**config.mk**
```make
export PLATFORM = sky130hd
export DESIGN_NAME = vm_change_dispenser
export DESIGN_NICKNAME = d
export VERILOG_FILES = /design/src/rtl/vm_change_dispenser.sv
export SDC_FILE = /design/constraint.sdc
export NUM_CORES = 1
export LEC_CHECK = 0
export ABC_CLOCK_PERIOD_IN_PS = 4500
export CAP_MARGIN = 10
export CORE_MARGIN = 2
export CORE_UTILIZATION = 45
export CTS_BUF_LIST = sky130_fd_sc_hd__clkbuf_4
export CTS_CLUSTER_SIZE = 28
export DETAILED_ROUTE_END_ITERATION = 8
export PLACE_DENSITY = 0.72
export RECOVER_POWER = 50
export SETUP_SLACK_MARGIN = 0.02
export SYNTH_ARGS = -nofsm -noshare
export SYNTH_HDL_FRONTEND = slang
export SYNTH_SLANG_ARGS = --single-unit
```
**constraint.sdc**
```tcl
create_clock -name clk -period 4.5 [get_ports clk]
set_input_delay 0.675 -clock clk [delete_from_list [all_inputs] [get_ports clk]]
set_output_delay 0.675 -clock clk [all_outputs]
set_load 0.05 [all_outputs]
```
**src/rtl/vm_change_dispenser.sv**
```systemverilog
// vm_change_dispenser: greedy largest-coin-first change return with per-denomination stock tracking.
module vm_change_dispenser #(
  parameter int NUM_COINS  = 3,
  parameter int COIN_VAL0  = 100,
  parameter int COIN_VAL1  = 500,
  parameter int COIN_VAL2  = 1000,
  parameter int BAL_W      = 32,
  parameter int STOCK_W    = 8,
  parameter int STOCK_INIT = 8
) (
  input  logic                         clk,
  input  logic                         reset_n,
  input  logic                         i_start,
  input  logic [BAL_W-1:0]             i_balance,
  input  logic [NUM_COINS-1:0]         i_input_coin,
  output logic [NUM_COINS-1:0]         o_return_coin,
  output logic                         o_busy,
  output logic                         o_done,
  output logic [BAL_W-1:0]             o_remainder,
  output logic [NUM_COINS*STOCK_W-1:0] o_stock
);
  typedef enum logic [1:0] {IDLE, RUN, DONE} state_t;
  state_t r_state, w_next;
  logic [BAL_W-1:0] r_rem, w_val;
  logic [STOCK_W-1:0] r_stock [NUM_COINS];
  logic [NUM_COINS-1:0] w_pick, w_dec;
  logic w_any;
  function automatic logic [BAL_W-1:0] coin_val(input int k);
    return k == 2 ? BAL_W'(COIN_VAL2) : k == 1 ? BAL_W'(COIN_VAL1) : BAL_W'(COIN_VAL0);
  endfunction
  // Later (larger) eligible coins overwrite earlier ones, so the highest wins.
  always_comb begin
    w_pick = '0;
    w_any  = 1'b0;
    w_val  = '0;
    for (int k = 0; k < NUM_COINS; k++)
      if (r_rem >= coin_val(k) && r_stock[k] != '0) begin
        w_pick    = '0;
        w_pick[k] = 1'b1;
        w_any     = 1'b1;
        w_val     = coin_val(k);
      end
  end
  assign w_dec = (r_state == RUN) ? w_pick : '0;
  always_comb begin
    w_next = (r_state == IDLE) ? (i_start ? RUN : IDLE) :
             (r_state == RUN)  ? (w_any ? RUN : DONE) : IDLE;
  end
  always_ff @(posedge clk or negedge reset_n) begin
    if (!reset_n) begin
      r_state <= IDLE;
      r_rem   <= '0;
    end else begin
      r_state <= w_next;
      if (r_state == IDLE && i_start)
        r_rem <= i_balance;
      else if (r_state == RUN && w_any)
        r_rem <= r_rem - w_val;
    end
  end
  // Simultaneous insert and dispense of one coin cancel out.
  always_ff @(posedge clk or negedge reset_n) begin
    if (!reset_n) begin
      for (int k = 0; k < NUM_COINS; k++) r_stock[k] <= STOCK_W'(STOCK_INIT);
    end else begin
      for (int k = 0; k < NUM_COINS; k++)
        if (i_input_coin[k] && !w_dec[k] && r_stock[k] != '1)
          r_stock[k] <= r_stock[k] + 1'b1;
        else if (w_dec[k] && !i_input_coin[k])
          r_stock[k] <= r_stock[k] - 1'b1;
    end
  end
  always_comb begin
    o_stock = '0;
    for (int k = 0; k < NUM_COINS; k++) o_stock[k*STOCK_W +: STOCK_W] = r_stock[k];
  end
  assign o_return_coin = w_dec;
  assign o_busy        = (r_state != IDLE);
  assign o_done        = (r_state == DONE);
  assign o_remainder   = r_rem;
endmodule

```
==> impl_metrics.csv <==
group,metric,value,unit
sta,timing.fmax,0.238,GHz
synthesis,ys_warn_count,0,
floorplan,die_h,99.6,um
floorplan,core,8810,um^2
setup_path,path_class,"reg -> reg",
setup_path,startpoint,"o_remainder[20]",
sta,min_period_over_period,93.5,%
global_routing,track_usage,21.2,%
power,p_int,1800,uW
setup_path,end_kind,"flop",
cts,clk_path_buf_depth,2,
power,finalPower,3530,uW
global_routing,grt_pass1_vias,3530,
synthesis,yosysSeqAreaShare,35.4,%
sta,tightestPinTransition,3.16,ns
synthesis,synth_area_leaders,"dfrtp_1 33%, ha_1 7.9%, xor2_1 5.8%, a21oi_1 5.5%, nor2_1 5.4%",
sta,min_period,4.21,ns
run_status,violations,"capacitance limit, slew limit",
power,switching_share,48.9,%
detailed_routing,vias,3552,
floorplan,start_util,46.7,%
detailed_routing,via_per_inst,5.50,
synthesis,synth_area_per_cell,9.52,um^2
finish,layout-drive-gt1-share,10.2,%
detailed_routing,dr.pass1.iters,5,
setup_path,setup.worst_path.start_class,"flop",
global_routing,antenna_found_initial,1,
cts,clock_latency,0.41,ns
place,place_hpwl,7.39,mm
floorplan,io_pins,99,
synthesis,yosysUniqueCellTypes,57,
power,seqPwrFrac,28.7,%
place,dp.cells,630,
sta,skew,0.0190,ns
min_path,hold_start,"o_remainder[1]",
power,irDropWorstVdd,0.513,mV
cts,cts_buffers,9,
cts,cts_root_buffer,"clkbuf_4",
cts,path_clk_slew,0.10,ns
min_path,min_path_type,"reg -> reg",
sta,max-slew-margin-rel,-111,%
setup_path,crit_fanout,10,
run,max-cap-violations,1,
finish,layout_common_cells,"69 x clkdlybuf4s50_1, 59 x nor2_1, 55 x dfrtp_1",
global_routing,overflow,0,
synthesis,syn-num-nets,500,
cts,cts_sinks,58,
synthesis,netlist_area,4110,um^2
setup_path,cp.arrival,4.46,ns
synthesis,synthFlopType,"dfrtp_1",
synthesis,async_reset_ff_share,100,%
cts,cts_hold_buf,0,
sta,hold_violations,0,
floorplan,die_w,99.6,um
setup_path,worstReg2RegStart,"o_remainder[20]",
sta,setup-tns-final,0,ns
synthesis,synth_edf_count,0,
finish,fillCellCount,812,
global_routing,grt_pass1_wl,16.8,mm
detailed_routing,routed_wl,10.0,mm
cts,ctsResizeCount,0,
global_routing,grt_max_degree,62,
finish,layout.nets,601,
floorplan,dieArea,9920,um^2
finish,layout_commonest_cell,"clkdlybuf4s50_1",
setup_path,critPathRequiredTime,4.75,ns
run_status,status,"complete, but fails checks",
finish,syn_to_final_growth,30.1,%
sta,rsz0062_at_grt,"no",
detailed_routing,drcViolationCount,0,
power,power_switching,1720,uW
power,p_leak,0.00223,uW
detailed_routing,drt_iter0_drc,215,
synthesis,synthCells,432,
detailed_routing,drt-wirelength-per-cell,15.5,um
detailed_routing,ant_nets,0,
power,power.share.clock,12.5,%
cts,cts.htree.levels,3,
cts,post_cts_buffers,0,
synthesis,synth-seq-cells,58,
synthesis,synth_top_area_share,33.5,%
power,p_per_area,659,nW/um^2
sta,slew_viol_final,59,
sta,finalSetupViolations,0,
synthesis,netlist.top_cell.by_area,"dfrtp_1",
cts,cts_tree,"done",
place,place_congestion,0.861,
floorplan,rows,34,
power,p_comb_share,58.8,%
finish,finalNonFillerCells,646,
place,port_buffers,98,
-- worst paths after layout --
check	slack (ns)	depth (start not counted)	end
setup / recovery	0.29	15	o_remainder[26]
hold / removal	0.51	1	o_remainder[1]
setup reg to reg	0.29	15	o_remainder[26]
hold reg to reg	0.51	1	o_remainder[1]
max in group asynchronous	1.31	2	o_stock[7]
min in group asynchronous	1.39	2	o_stock[2]
-- cell families after synthesis --
group           share of synthesized area (%)
compound gates                           14.9
mux                                      6.09
fa+ha+maj                                9.86
flops                                    35.4
xor+xnor                                 9.59
buf+inv                                  2.92
simple gates                             21.2
-- power groups by stage --
stage	combinational, uW	clock, uW	sequential [uW]
after floorplan	916	0	1580
after global placement	2060	0	1010
after detailed placement	2090	0	1020
after CTS	2110	449	1020
after global routing	2250	472	1050
final	2070	440	1010
-- state kept, by name (all words and copies together) (netlist names) --
| signal | count |
|---|---|
| o_stock | 24 |
| o_remainder | 32 |
| r_state | 2 |
-- per-stage QoR --
step | worst slack (ns) | hold slack [ns] | area [um^2] | utilization, %
floorplan | 0.462 | 0.379 | 4110 | -
global placement | 0.530 | 0.487 | 5190 | 59.0
detailed placement | 0.376 | 0.500 | 5190 | 59.0
CTS | 0.333 | 0.427 | 5350 | 60.8
global route | 0.0368 | 0.544 | 5350 | 60.7
finish | 0.291 | 0.511 | 5350 | 60.7
-- cells in the mapped netlist, types with 4 or more instances --
cell type   n
nand3_1    11
fa_1        4
dfrtp_1    55
clkbuf_1    7
xor2_1     27
nand2_1    22
mux2_4      6
nor2_1     59
xnor2_1    18
nor4_1      8
mux2_2      8
inv_1      15
nand2b_1    5
ha_1       26
nor2b_1     4
a21o_1      6
o21ai_0    14
nor3_1      6
mux2i_1     7
nand4_1    13
a21oi_1    45
-- worst max-delay path, cell delays in order, from the launching register on --
cell      delay, ns
dfrtp_1        0.46
nor4_4         0.36
nand4_4        0.26
o31ai_4        0.36
inv_2          0.14
nor2_1         0.21
nand2_1        0.10
inv_1          0.10
ha_1           0.23
o21ai_0        0.19
a21oi_1        0.12
o311a_1        0.38
a311oi_2       0.64
nand3b_1       0.21
nand3_1        0.13
o221ai_1       0.14
-- per-layer routing --
layer  part of all wire [%]  global-route usage, %  wire (um)
met5                      0                      0          0
met4                    1.5                   7.06        154
met3                    6.3                   5.90        628
met2                     47                   34.1       4670
met1                     46                   27.7       4590
-- final cells by class --
class | count | area (um^2) | share of cell area, %
timing repair buffer | 102 | 1000 | 18.7
multi-input combinational | 346 | 2540 | 47.5
clock inverter | 3 | 65.1 | 1.22
clock buffer | 12 | 90.1 | 1.68
antenna | 1 | 2.50 | 0.0468
tap | 108 | 135 | 2.53
sequential | 58 | 1460 | 27.2
inverter | 16 | 60.1 | 1.12
No activity file was read; power rests on OpenSTA's default activity.
